`src/rtl/recompute_pkg.sv`:
```
// Shared types and width helpers for the recompute-unit repair allocator.
// No ports. Contents:
//   rmc_state_t     - allocator FSM states
//   row_idx_width   - width of a row index for a given row count (min 1 bit)
//   ru_count_width  - width of a counter that must hold 0..num_ru inclusive
package recompute_pkg;

  typedef enum logic [1:0] {
    IDLE  = 2'd0,
    LATCH = 2'd1,
    SCAN  = 2'd2,
    DONE  = 2'd3
  } rmc_state_t;

  // $clog2(1) is 0, which is not a legal vector width, so clamp to 1 bit.
  function automatic int row_idx_width(input int rows);
    return (rows > 1) ? $clog2(rows) : 1;
  endfunction

  // The RU count saturates at num_ru itself, so it needs num_ru+1 codes.
  function automatic int ru_count_width(input int num_ru);
    return $clog2(num_ru + 1);
  endfunction

endpackage

```
`src/rtl/row_fault_allocator.sv`:
```
// Combinational single-row allocator.
// Takes one row's fault vector (1 = faulty PE) and hands faulty columns, in
// ascending column order, to consecutive recompute units starting at count_in.
// Ports:
//   fault_vec   in  [COLS-1:0]           faulty-PE flags for this row
//   count_in    in  [CW-1:0]             RUs already used by earlier rows
//   row_idx     in  [RW-1:0]             index of the row being allocated
//   assign_en   out [NUM_RU-1:0]         RU k receives a PE from this row
//   row_onehot  out [ROWS-1:0]           one-hot of row_idx
//   col_onehot  out [COLS-1:0] x NUM_RU  one-hot column for each assigned RU
//   count_out   out [CW-1:0]             updated count, saturated at NUM_RU
module row_fault_allocator
  import recompute_pkg::*;
#(
  parameter int ROWS   = 3,
  parameter int COLS   = 3,
  parameter int NUM_RU = 3,
  parameter int RW     = row_idx_width(ROWS),
  parameter int CW     = ru_count_width(NUM_RU)
) (
  input  logic [COLS-1:0] fault_vec,
  input  logic [CW-1:0]   count_in,
  input  logic [RW-1:0]   row_idx,
  output logic [NUM_RU-1:0] assign_en,
  output logic [ROWS-1:0] row_onehot,
  output logic [COLS-1:0] col_onehot [NUM_RU-1:0],
  output logic [CW-1:0]   count_out
);

  genvar gi;
  generate
    for (gi = 0; gi < ROWS; gi++) begin : g_row_oh
      assign row_onehot[gi] = (row_idx == RW'(gi));
    end
  endgenerate

  // slot walks the RU index the next faulty column would occupy; it is the
  // running prefix count of faults plus the RUs consumed by earlier rows.
  always_comb begin
    int slot;
    assign_en = '0;
    for (int k = 0; k < NUM_RU; k++) begin
      col_onehot[k] = '0;
    end
    slot = int'(count_in);
    for (int c = 0; c < COLS; c++) begin
      if (fault_vec[c]) begin
        for (int k = 0; k < NUM_RU; k++) begin
          if (k == slot) begin
            assign_en[k]     = 1'b1;
            col_onehot[k][c] = 1'b1;
          end
        end
        slot = slot + 1;
      end
    end
    count_out = (slot > NUM_RU) ? CW'(NUM_RU) : CW'(slot);
  end

endmodule

```
`src/rtl/recompute_module_controller.sv`:
```
// Built-in self-repair allocator for a ROWS x COLS systolic array with NUM_RU
// spare recompute units. Snapshots the self-test pass/fail map one cycle after
// reset release, then walks it one row per cycle, binding faulty PEs in
// row-major order to RUs and holding the resulting operand selects.
// Optional status outputs are built when macro RMC_STATUS_EN is defined.
// Ports:
//   clk             in   rising-edge clock
//   rst             in   asynchronous active-high reset
//   STW_result_mat  in   per-PE result, 1 = pass, 0 = faulty
//   dataRow/Col     out  one-hot data operand row/column select per RU
//   weightRow/Col   out  one-hot weight operand row/column select per RU
//   alloc_done      out  (RMC_STATUS_EN) allocation finished
//   ru_valid        out  (RMC_STATUS_EN) RU k holds an assignment
//   ru_overflow     out  (RMC_STATUS_EN) sticky: at least one fault dropped
module recompute_module_controller
  import recompute_pkg::*;
#(
  parameter int ROWS   = 3,
  parameter int COLS   = 3,
  parameter int NUM_RU = 3
) (
  input  logic            clk,
  input  logic            rst,
  input  logic            STW_result_mat [0:ROWS-1][0:COLS-1],
  output logic [ROWS-1:0] dataRow   [NUM_RU-1:0],
  output logic [COLS-1:0] dataCol   [NUM_RU-1:0],
  output logic [ROWS-1:0] weightRow [NUM_RU-1:0],
  output logic [COLS-1:0] weightCol [NUM_RU-1:0]
`ifdef RMC_STATUS_EN
  ,
  output logic              alloc_done,
  output logic [NUM_RU-1:0] ru_valid,
  output logic              ru_overflow
`endif
);

  localparam int RW = row_idx_width(ROWS);
  localparam int CW = ru_count_width(NUM_RU);

  rmc_state_t      state_q, state_d;
  logic [RW-1:0]   row_idx_q, row_idx_d;
  logic [CW-1:0]   count_q, count_d;
  logic [COLS-1:0] pass_q [ROWS], pass_d [ROWS];
  logic [ROWS-1:0] sel_row_q [NUM_RU-1:0], sel_row_d [NUM_RU-1:0];
  logic [COLS-1:0] sel_col_q [NUM_RU-1:0], sel_col_d [NUM_RU-1:0];

  logic [COLS-1:0]   cur_fault;
  logic [NUM_RU-1:0] alloc_en;
  logic [ROWS-1:0]   alloc_row_oh;
  logic [COLS-1:0]   alloc_col_oh [NUM_RU-1:0];
  logic [CW-1:0]     alloc_count;
  logic              alloc_active;

`ifdef RMC_STATUS_EN
  logic [NUM_RU-1:0] ru_valid_q, ru_valid_d;
  logic              ru_overflow_q, ru_overflow_d;
`endif

  // The snapshot stores pass bits; the allocator wants fault bits.
  assign cur_fault    = ~pass_q[row_idx_q];
  // Row 0 is allocated during LATCH so that row r lands on edge r+2.
  assign alloc_active = (state_q == LATCH) || (state_q == SCAN);

  row_fault_allocator #(
    .ROWS   (ROWS),
    .COLS   (COLS),
    .NUM_RU (NUM_RU),
    .RW     (RW),
    .CW     (CW)
  ) u_row_alloc (
    .fault_vec  (cur_fault),
    .count_in   (count_q),
    .row_idx    (row_idx_q),
    .assign_en  (alloc_en),
    .row_onehot (alloc_row_oh),
    .col_onehot (alloc_col_oh),
    .count_out  (alloc_count)
  );

  always_comb begin
    state_d   = state_q;
    row_idx_d = row_idx_q;
    count_d   = count_q;
    for (int r = 0; r < ROWS; r++) begin
      pass_d[r] = pass_q[r];
    end
    for (int k = 0; k < NUM_RU; k++) begin
      sel_row_d[k] = sel_row_q[k];
      sel_col_d[k] = sel_col_q[k];
    end
`ifdef RMC_STATUS_EN
    ru_valid_d    = ru_valid_q;
    ru_overflow_d = ru_overflow_q;
`endif

    unique case (state_q)
      // First edge after reset release: capture the map, start from RU 0.
      IDLE: begin
        for (int r = 0; r < ROWS; r++) begin
          for (int c = 0; c < COLS; c++) begin
            pass_d[r][c] = STW_result_mat[r][c];
          end
        end
        count_d   = '0;
        row_idx_d = '0;
        state_d   = LATCH;
      end
      LATCH, SCAN: begin
        count_d = alloc_count;
        if (row_idx_q == RW'(ROWS - 1)) begin
          state_d = DONE;
        end else begin
          row_idx_d = row_idx_q + RW'(1);
          state_d   = SCAN;
        end
      end
      DONE: begin
        state_d = DONE;
      end
      default: begin
        state_d = IDLE;
      end
    endcase

    // An RU is written only in the cycle it is bound, so each select changes
    // at most once between resets.
    for (int k = 0; k < NUM_RU; k++) begin
      if (alloc_active && alloc_en[k]) begin
        sel_row_d[k] = alloc_row_oh;
        sel_col_d[k] = alloc_col_oh[k];
      end
    end

`ifdef RMC_STATUS_EN
    if (alloc_active) begin
      ru_valid_d = ru_valid_q | alloc_en;
      // Every fault in the row that did not get an RU was dropped.
      if ($countones(cur_fault) != $countones(alloc_en)) begin
        ru_overflow_d = 1'b1;
      end
    end
`endif
  end

  always_ff @(posedge clk or posedge rst) begin
    if (rst) begin
      state_q   <= IDLE;
      row_idx_q <= '0;
      count_q   <= '0;
      for (int r = 0; r < ROWS; r++) begin
        pass_q[r] <= '1;
      end
      for (int k = 0; k < NUM_RU; k++) begin
        sel_row_q[k] <= '0;
        sel_col_q[k] <= '0;
      end
`ifdef RMC_STATUS_EN
      ru_valid_q    <= '0;
      ru_overflow_q <= 1'b0;
`endif
    end else begin
      state_q   <= state_d;
      row_idx_q <= row_idx_d;
      count_q   <= count_d;
      for (int r = 0; r < ROWS; r++) begin
        pass_q[r] <= pass_d[r];
      end
      for (int k = 0; k < NUM_RU; k++) begin
        sel_row_q[k] <= sel_row_d[k];
        sel_col_q[k] <= sel_col_d[k];
      end
`ifdef RMC_STATUS_EN
      ru_valid_q    <= ru_valid_d;
      ru_overflow_q <= ru_overflow_d;
`endif
    end
  end

  // Data and weight operands of a PE share its coordinates.
  genvar gi;
  generate
    for (gi = 0; gi < NUM_RU; gi++) begin : g_ru_out
      assign dataRow[gi]   = sel_row_q[gi];
      assign dataCol[gi]   = sel_col_q[gi];
      assign weightRow[gi] = sel_row_q[gi];
      assign weightCol[gi] = sel_col_q[gi];
    end
  endgenerate

`ifdef RMC_STATUS_EN
  assign alloc_done  = (state_q == DONE);
  assign ru_valid    = ru_valid_q;
  assign ru_overflow = ru_overflow_q;
`endif

endmodule

```
`config.mk`:
```
export PLATFORM = sky130hd
export DESIGN_NAME = recompute_module_controller
export DESIGN_NICKNAME = d
export VERILOG_FILES = /design/src/rtl/recompute_pkg.sv /design/src/rtl/row_fault_allocator.sv /design/src/rtl/recompute_module_controller.sv
export SDC_FILE = /design/constraint.sdc
export NUM_CORES = 1
export LEC_CHECK = 0
export BUFFER_PORTS_ARGS = -buffer_cell sky130_fd_sc_hd__buf_2
export CAP_MARGIN = 30
export CORE_ASPECT_RATIO = 0.7
export CORE_MARGIN = 2
export CORE_UTILIZATION = 49
export DETAILED_ROUTE_END_ITERATION = 8
export PLACE_DENSITY = 0.88
export SLEW_MARGIN = 20
export SYNTH_ARGS = -nofsm -noshare
export SYNTH_HDL_FRONTEND = slang
export SYNTH_SLANG_ARGS = --single-unit
```
`constraint.sdc`:
```
create_clock -name clk -period 3.1 [get_ports clk]
set_input_delay 0.465 -clock clk [delete_from_list [all_inputs] [get_ports clk]]
set_output_delay 0.465 -clock clk [all_outputs]
set_load 0.02 [all_outputs]
```
* After elaboration in Yosys (flattened, before gate mapping) *
Index checks and enable logic that the tools add are counted.

operators by class
  add/subtract/negate cells = 4
  multipliers = 0
  divide/modulo/power cells = 0
  magnitude comparators = 2
  equality and inequality tests = 12
  shift-type cells = 0
  mux-type cells = 39
  bitwise operators = 2
  reductions and logical operators = 12

operator list
  operator                                                                          count
  32-bit 2-to-1 mux                                                                 3
  32-bit by 2-bit adder with 32-bit output, second input constant                   2
  2-bit by 32-bit equality test with 1-bit output, first input constant             2
  3-bit by 32-bit equality test with 1-bit output, first input constant             2
  32-bit zero test                                                                  2
  32-bit by 3-bit greater-than comparator with 1-bit output, second input constant  1
  1-bit 2-to-1 mux                                                                  25
  3-bit 2-to-1 mux                                                                  5
  2-bit case mux with 2 select lines                                                2
  3-bit binary-select mux with 2-bit select                                         1
  2-bit equality test, second input constant                                        3
  2-bit zero test                                                                   3
  2-bit case mux with 3 select lines                                                1
  2-bit by 1-bit equality test with 1-bit output, second input constant             2
  2-bit equality test, first input constant                                         2
  2-bit 2-to-1 mux                                                                  2
  2-bit by 1-bit adder with 3-bit output, second input constant                     1
  3-bit >= comparator, second input constant                                        1
  1-bit logical AND                                                                 3
  2-bit inverter with 3-bit output                                                  1
  3-bit inverter                                                                    1
  2-bit by 1-bit adder with 2-bit output, second input constant                     1
  2-bit inequality test, second input constant                                      1
  2-bit AND reduction                                                               1
  3 further kinds                                                                   3

storage, ports and cells
  register bits = 33
  bits in latches = 0
  memory bits (writable) = 0
  memory bits (read-only) = 0
  input bits = 11
  output and inout bits = 36
  word-level logic and storage cells = 83
  memories = 0

* Depth between registers and ports, before layout *
Gate-level depths: netlist (run 1).

  depth in word-level cells = 13
  gate-level depth with buffers = 15
  depth with buffers taken out = 13

* Modules after synthesis *
Synthesis (run 1) repeated with hierarchy kept, for this count alone.

unflattened totals
  cell total of the unflattened synthesis = 170
  area total of the unflattened synthesis = 1973.1 um^2

by module, submodules not included
  module                       times used  cells each  area an instance (um^2)  sequential area each (um^2)
  recompute_module_controller  1           110         1500.2                   837.1
  row_fault_allocator          1           60          473.0                    0.0

* Worst setup path after synthesis (run 1) *
No wires, ideal clock.

  path kind = register to register
  from = reg row_idx_q[0]
  to = reg sel_col_q, in the netlist dataCol[4]
  setup time = 0.125 ns
  data arrival time = 2.910 ns
  required time = 2.975 ns
  setup slack = 0.065 ns
  cell stages (with the launch flop) = 15
  path buffers = 2
  period minus slack after synthesis = 3.035 ns
  path through = dfrtp_1 buf_4 mux2i_1 o21a_1 buf_4 xnor2_1 ha_1 nand2_1 o21a_1 inv_1 ha_1 nand2_1 o21bai_1 o31ai_4 mux2_2

on the way
  longest elaborated chain between the ends = 12
  elaborated cells on any way between the ends = 18
  those cells by class = add/sub: 1; eq/ne: 2; mux: 12; bitwise: 2; reduce/logical: 1

ends and longest elaborated chain
  element                                                                                                      line                                                  source
  start: declaration                                                                                           recompute_module_controller.sv:41                     logic [RW-1:0] row_idx_q, row_idx_d;
  start signal: assignment                                                                                     recompute_module_controller.sv:163                    row_idx_q <= row_idx_d;
  2-bit inverter with 3-bit output (implied by the code) *                                                     recompute_module_controller.sv:60                     assign cur_fault = ~pass_q[row_idx_q];
  3-bit binary-select mux with 2-bit select *                                                                  recompute_module_controller.sv:60
  3-bit 2-to-1 mux (implied by the code) * (2 in a row)                                                        recompute_module_controller.sv:60
  3-bit inverter *                                                                                             recompute_module_controller.sv:60
  32-bit 2-to-1 mux                                                                                            row_fault_allocator.sv:47                             if (fault_vec[c]) begin
  32-bit by 2-bit adder with 32-bit output or 2-bit by 32-bit equality test with 1-bit output (tied branches)  row_fault_allocator.sv:54, row_fault_allocator.sv:49
  32-bit 2-to-1 mux or 1-bit 2-to-1 mux (tied branches)                                                        row_fault_allocator.sv:47, row_fault_allocator.sv:49
  2-bit by 32-bit equality test with 1-bit output or 3-bit 2-to-1 mux (tied branches)                          row_fault_allocator.sv:49, row_fault_allocator.sv:47
  1-bit 2-to-1 mux                                                                                             row_fault_allocator.sv:49                             if (k == slot) begin
  3-bit 2-to-1 mux                                                                                             row_fault_allocator.sv:47
  1-bit logical AND                                                                                            recompute_module_controller.sv:128                    if (alloc_active && alloc_en[k]) begin
  end signal: indexed assignment                                                                               recompute_module_controller.sv:170                    sel_col_q[k] <= sel_col_d[k];
  end: declaration                                                                                             recompute_module_controller.sv:45                     logic [COLS-1:0] sel_col_q [NUM_RU-1:0], sel_col_d [NUM_RU-1:0];

Every way passes the cells marked *; elsewhere a longest branch is shown, timed or not. The select of a mux whose other input is x is not followed.
A chain may end at the register's enable or synchronous reset.

* Worst setup path after layout (run 1) *
  from = reg row_idx_q[0]
  to = reg sel_row_q, in the netlist dataRow[5]

on the way
  longest elaborated chain between the ends = 12
  elaborated cells on any way between the ends = 17
  those cells by class = add/sub: 1; eq/ne: 3; mux: 10; bitwise: 2; reduce/logical: 1

ends and longest elaborated chain
  element                                                                                                      line                                                  source
  2-bit inverter with 3-bit output (implied by the code)                                                       recompute_module_controller.sv:60
  3-bit binary-select mux with 2-bit select                                                                    recompute_module_controller.sv:60
  3-bit 2-to-1 mux (implied by the code) (2 in a row)                                                          recompute_module_controller.sv:60
  3-bit inverter                                                                                               recompute_module_controller.sv:60
  32-bit 2-to-1 mux                                                                                            row_fault_allocator.sv:47
  32-bit by 2-bit adder with 32-bit output or 2-bit by 32-bit equality test with 1-bit output (tied branches)  row_fault_allocator.sv:54, row_fault_allocator.sv:49
  32-bit 2-to-1 mux or 1-bit 2-to-1 mux (tied branches)                                                        row_fault_allocator.sv:47, row_fault_allocator.sv:49
  2-bit by 32-bit equality test with 1-bit output or 3-bit 2-to-1 mux (tied branches)                          row_fault_allocator.sv:49, row_fault_allocator.sv:47
  1-bit 2-to-1 mux                                                                                             row_fault_allocator.sv:49
  3-bit 2-to-1 mux                                                                                             row_fault_allocator.sv:47
  1-bit logical AND                                                                                            recompute_module_controller.sv:128
  end signal: indexed assignment                                                                               recompute_module_controller.sv:169                    sel_row_q[k] <= sel_row_d[k];
  end: declaration                                                                                             recompute_module_controller.sv:44                     logic [ROWS-1:0] sel_row_q [NUM_RU-1:0], sel_row_d [NUM_RU-1:0];

Several ways; a longest one is shown, not always the timed one. The select of a mux whose other input is x is not followed.

==> results of run 1 <==
## final cells by class
type / instances / area share [%]
clock buffer: 5 / 2.70
timing repair buffer: 59 / 13.7
tap: 55 / 2.70
clock inverter: 3 / 2.56
sequential: 33 / 32.9
inverter: 15 / 2.21
multi-input combinational: 127 / 43.2
## cells in the mapped netlist (all sizes together), types with 4 or more instances
master | instances | share of area [%]
xnor2 | 4 | 1.6
inv | 15 | 2.6
dfstp | 9 | 11
o21a | 4 | 1.4
ha | 19 | 11
mux2 | 21 | 11
nand2 | 13 | 2.3
and2 | 4 | 1.2
o21ai | 10 | 2.5
dfrtp | 24 | 28
nor2 | 11 | 2.0
buf | 22 | 7.7
## power by group through the flow
| stage | Clock [uW] | Combinational, uW | Sequential [uW] |
|---|---|---|---|
| floorplan | 0 | 499 | 617 |
| global placement | 0 | 703 | 553 |
| detailed placement | 0 | 719 | 559 |
| CTS | 488 | 722 | 551 |
| global route | 511 | 807 | 560 |
| finish | 480 | 742 | 550 |
## metal layers
metal / vias to the layer above / GRT usage [%] / part of all wire [%]
li1: 765 / - / -
met1: 731 / 24.6 / 49
met3: 5 / 7.10 / 7.5
met4: 0 / 4.92 / 0.98
met2: 61 / 30.3 / 43
met5: - / 0 / 0
## what timing repair did
action / CTS / global route
resized for setup: 1 / 3
hold buffers: 0 / 0
setup buffers: 0 / 3
pin swaps: 0 / 1
endpoints found under the setup margin: 8 / 8
## worst min-delay path by stage
stage	start	end	slack [ns]	cells past startpoint
final	rst	state_q[0]	0.13	2
after global routing	rst	state_q[0]	0.13	2
after CTS	rst	state_q[0]	0.40	2
after detailed placement	dataCol[1]	dataCol[1]	0.50	2
after global placement	dataCol[1]	dataCol[1]	0.48	2
after floorplan	count_q[1]	count_q[1]	0.52	2
## flip-flops by register name (all words and copies together), names as in the netlist
name,cells
dataCol,9
state_q,2
dataRow,9
count_q,2
row_idx_q,2
pass_q,9
## through the flow
stage	area, um^2	utilization, %
final	2540	59.5
after global routing	2540	59.5
after CTS	2480	58.0
after detailed placement	2350	54.9
after global placement	2350	54.9
after floorplan	2160	-
## worst max-delay path, delay by kind of cell, from the launching register on
family                     cells  cell delay, ns
and+or+nand+nor                4            0.30
adders and majority gates      2            0.50
muxes                          2            0.65
DFF                            1            0.41
AOI/OAI and AO/OA              4            0.93
buffers and inverters          1            0.07
## cells by family (layout without fill, tap and decap cells)
| group | Yosys count | count (layout) | synth area share [%] |
|---|---|---|---|
| XOR/XNOR | 4 | 4 | 1.62 |
| flip-flops | 33 | 33 | 38.8 |
| AND/OR/NAND/NOR | 41 | 41 | 9.51 |
| multiplexers | 24 | 24 | 12.5 |
| AO/OA/AOI/OAI | 39 | 39 | 15.7 |
| adder cells (fa/ha/maj) | 19 | 19 | 11.0 |
| buffers and inverters | 40 | 82 | 10.8 |
==> key figures, run 1 <==
Clock network
  • Max H-tree Level: 2
  • Clk sinks: 33
  • Skew-Pair Late Insertion Delay: 0.29 ns
  • Clk slew on worst S/H paths: 0.07 ns
  • CTS buffer count: 5
  • Max Root-Sink Buffers: 2
  • Clk Tree Root Cell: clkbuf_8
  • CTS tree: done

Critical path
  • Startpoint types: flip-flop
  • Worst Reg-to-Reg Cells: 13
  • CP arrival: 3.16 ns
  • Worst Setup SP: row_idx_q[0]
  • CP Data Required Time: 3.28 ns
  • CP peak stage delay: 0.41 ns
  • RR Endpoint: dataRow[5]
  • Crit-path max FO: 6
  • Crit Path Category: flip-flop to flip-flop
  • Reg2Reg Setup Slack: 0.12 ns
  • Worst r2r src: row_idx_q[0]
  • Critical Path End Type: flip-flop
  • Critical-path cell list: mux2i_2 -> o21a_2 -> nor2_1 -> a21o_1 -> ha_1 -> nand2_1 -> o21a_1 -> inv_1 -> ha_1 -> nand2_1 -> nor2_1 -> o31ai_4 -> mux2_2
  • CP endpoint: dataRow[5]
  • CP max stage cell: dfrtp_2

Synthesis
  • Cell area after synthesis: 2160 um^2
  • Synthesized instance count: 200
  • Register area share after synthesis: 38.8%
  • Unique cell type count in the Yosys netlist: 46
  • Ys Warns: 0
  • Net Count, Synth: 230
  • Ys flop type: dfrtp_1
  • Synth async-reset ratio: 100%
  • Yosys reg bits: 33
  • Avg Cell Area, Syn: 10.8 um^2
  • EDFF count, synth: 0

STA
  • Slew Viols, Final: 0
  • Peak Freq: 0.336 GHz
  • Fin Setup TNS: 0 ns
  • Final hold viol count: 0
  • Slew Limit Headroom: 65.0%
  • Clk_skew: 0.00607 ns
  • Hold_ws: 0.127 ns
  • Crit path time final: 2.98 ns
  • Final setup violation count: 0
  • Crit share post-route: 96.1%
  • Worst setup margin: 0.121 ns
  • Worst Tran Pin Value: 0.520 ns

Finish
  • Register Area: 838 um^2
  • Fillers: 370
  • Layout net count: 271
  • Commonest cells after routing, fill and taps aside: buf_2, dfrtp_1, mux2_2, ha_1, inv_1
  • Diode count: 0
  • Layout Cells excl Fill: 297
  • Area of the multi-input gates: 1100 um^2
  • Most common cell after layout, fill and taps aside: buf_2
  • Area Overhead vs Synth: 17.9%
  • Share of layout cells above drive strength 1: 45.0%

Route
  • Vias/cell: 5.26
  • Wire per inst: 14.4 um
  • Drc violations: 0
  • DRT Wirelength: 4.28 mm
  • Starting DRT DRC Count: 71
  • Drt pass-1 iters: 4
  • Post-route ant nets: 0
  • Via count: 1562

Power and ir drop
  • Net Sw Power: 649 uW
  • Power Dens Cells: 696 nW/um^2
  • Sequential power share: 31.0%
  • Pint: 1120 uW
  • P_leak: 0.00129 uW
  • Sw Ratio: 36.7%
  • Power share of the combinational group: 41.9%
  • Peak supply drop: 0.386 mV
  • Clock network power share: 27.1%
  • Total power draw: 1770 uW

Floorplan
  • Die height: 59.5 um
  • DIE WIDTH: 83.3 um
  • Starting Density: 50.4%
  • Core area: 4280 um^2
  • Row cnt: 20
  • Boundary Pins: 47
  • Die area: 4960 um^2

Global routing
  • Grt ovf: 0
  • Largest net degree at the start of global routing: 26
  • Number of global-route vias before repair: 1486
  • Initial antenna violation count: 0
  • Overall routing resource usage: 18.9%
  • First-pass GRT wire length: 7.09 mm

Place
  • Hpwl dp: 3.26 mm
  • Dpl cells: 285
  • I/O Buffers: 46
  • Place WS: -0.0431 ns
  • Final RePlAce weighted congestion: 0.890

Status
  • Status: completed

Min path
  • Worst hold path class: input port to async pin

Flow run
  • Max-cap viol count: 0
Power figures use the tool's default switching activity.
==> run 2: changes to the inputs <==
--- a/config.mk
+++ b/config.mk
@@ -5,13 +5,13 @@
 export SDC_FILE = /design/constraint.sdc
 export NUM_CORES = 1
 export LEC_CHECK = 0
-export BUFFER_PORTS_ARGS = -buffer_cell sky130_fd_sc_hd__buf_2
+export BUFFER_PORTS_ARGS = -buffer_cell sky130_fd_sc_hd__buf_4
 export CAP_MARGIN = 30
 export CORE_ASPECT_RATIO = 0.7
 export CORE_MARGIN = 2
-export CORE_UTILIZATION = 49
+export CORE_UTILIZATION = 45
 export DETAILED_ROUTE_END_ITERATION = 8
-export PLACE_DENSITY = 0.88
+export PLACE_DENSITY = 0.83
 export SLEW_MARGIN = 20
 export SYNTH_ARGS = -nofsm -noshare
 export SYNTH_HDL_FRONTEND = slang
==> run 2 against run 1 <==
- sequential power up 2%
- worst setup slack improved by 0.0061 ns
- global-route usage is 1.0 points lower
- non-clock buffer count rose by 1
- critical path depth is the same
- total power shrank 4.5%
- worst hold slack gained 0.031 ns
- maximum frequency rose by 0.20%
- die area grew 8.4%
- sequential share of layout area fell by 0.95 points
- clock skew is 0.0030 ns lower
- highest routed layer unchanged
==> key figures, run 2 (same netlist as run 1, synthesis figures left out) <==
Finish
  • Area Overhead vs Synth: 21.2%
  • Commonest cells after routing, fill and taps aside: buf_4, dfrtp_1, ha_1, mux2_2, inv_1
  • Layout net count: 272
  • Layout Cells excl Fill: 299
  • Most common cell after layout, fill and taps aside: buf_4
  • Fillers: 433
  • Post-layout util: 55.6%
  • Share of layout cells above drive strength 1: 44.2%
  • Diode count: 0

Clock network
  • Clk sinks: 33
  • Skew-Pair Late Insertion Delay: 0.28 ns
  • CTS buffer count: 5
  • CTS tree: done
  • Max H-tree Level: 2
  • Clk Tree Root Cell: clkbuf_8
  • Max Root-Sink Buffers: 2
  • Clk slew on worst S/H paths: 0.06 ns

Global routing
  • Grt ovf: 0
  • Number of global-route vias before repair: 1475
  • First-pass GRT wire length: 7.04 mm
  • Initial antenna violation count: 0
  • Overall routing resource usage: 17.9%
  • Largest net degree at the start of global routing: 20

Place
  • I/O Buffers: 46
  • Dpl cells: 289
  • Hpwl dp: 3.46 mm
  • Final RePlAce weighted congestion: 0.944

Status
  • Status: completed

STA
  • Hold_ws: 0.158 ns
  • Worst Tran Pin Value: 0.544 ns
  • Final hold viol count: 0
  • Crit path time final: 2.97 ns
  • Peak Freq: 0.336 GHz
  • Slew Viols, Final: 0
  • Crit share post-route: 95.9%
  • RSZ-0062 raised after global routing: true
  • Final setup violation count: 0
  • Clk_skew: 0.00311 ns
  • Slew Limit Headroom: 63.7%

Floorplan
  • Core area: 4700 um^2
  • DIE WIDTH: 86.8 um
  • Starting Density: 45.9%
  • Die height: 61.9 um
  • Die area: 5370 um^2
  • Row cnt: 21
  • Boundary Pins: 47

Critical path
  • Worst r2r src: row_idx_q[0]
  • Reg2Reg Setup Slack: 0.13 ns
  • CP arrival: 3.14 ns
  • CP Data Required Time: 3.27 ns
  • Worst Setup SP: row_idx_q[0]
  • Startpoint types: flip-flop
  • Critical-path cell list: mux2i_2 -> o21a_2 -> nor2_1 -> a21o_1 -> ha_1 -> nand2_1 -> o21a_1 -> ha_1 -> nand2_1 -> nor2_1 -> o41ai_4 -> buf_4 -> mux2_2
  • Crit-path max FO: 6
  • CP peak stage delay: 0.42 ns
  • CP max stage cell: dfrtp_1
  • Critical Path End Type: flip-flop
  • Crit Path Category: flip-flop to flip-flop

Route
  • Drt pass-1 iters: 6
  • Drc violations: 0
  • Post-route ant nets: 0
  • Vias/cell: 5.17
  • Via count: 1547
  • Wire per inst: 14.9 um
  • Starting DRT DRC Count: 38
  • DRT Wirelength: 4.44 mm

Power and ir drop
  • Total power draw: 1690 uW
  • Peak supply drop: 0.223 mV
  • P_leak: 0.00129 uW
  • Power Dens Cells: 647 nW/um^2

Min path
  • Worst hold path class: input port to async pin

Flow run
  • Max-cap viol count: 0
==> run 2: worst paths after layout <==
check,to,depth (start not counted)
setup / recovery,dataRow[7],13
hold / removal,state_q[1],2
setup reg to reg,dataRow[7],13
hold reg to reg,dataCol[1],2
max in group asynchronous,pass_q[6],3
min in group clk,pass_q[1],2
==> run 2: layout make-up <==
cell class / instances / area, um^2 / area share (%)
Multi-Input combinational cell: 127 / 1100 / 42.2
Tap cell: 57 / 71.3 / 2.73
Inverter: 15 / 56.3 / 2.15
Clock buffer: 7 / 86.3 / 3.30
Sequential cell: 33 / 837 / 32.0
Timing Repair Buffer: 60 / 462 / 17.6
==> run 2: worst max-delay path, delay by kind of cell (launching register included) <==
kind	cells	cell delay, ns
AO/OA/AOI/OAI	4	0.83
adder cells (fa/ha/maj)	2	0.52
buffers and inverters	1	0.19
flip-flops	1	0.42
multiplexers	2	0.60
AND/OR/NAND/NOR	4	0.30
==> run 2: report_power, final <==
group          internal [uW]  switching [uW]  total (uW)
clock network            176             147         322
logic                    365             445         810
registers                503            55.9         559
total                   1040             648        1690
==> run 2: repair_timing <==
action                     in CTS  in global routing
gates resized for setup         0                  6
setup endpoints to repair       0                  8
hold endpoints to repair        0                  0
hold buffers                    0                  0
buffers inserted                0                  3
==> run 2: layer usage <==
metal	global-route usage (%)	part of all wire (%)
met3	4.76	4.8
met2	29.8	45
met4	7.59	0.11
met5	0	0
met1	22.6	50
==> run 2: through the flow <==
step	setup slack, ns	setup TNS (ns)	cell area (um^2)
2_1_floorplan	0.0651	0	2160
3_3_place_gp	0.165	0	2470
3_5_place_dp	0.0628	0	2490
4_1_cts	0.0468	0	2570
5_1_grt	-0.0486	-0.148	2620
6_report	0.127	0	2620
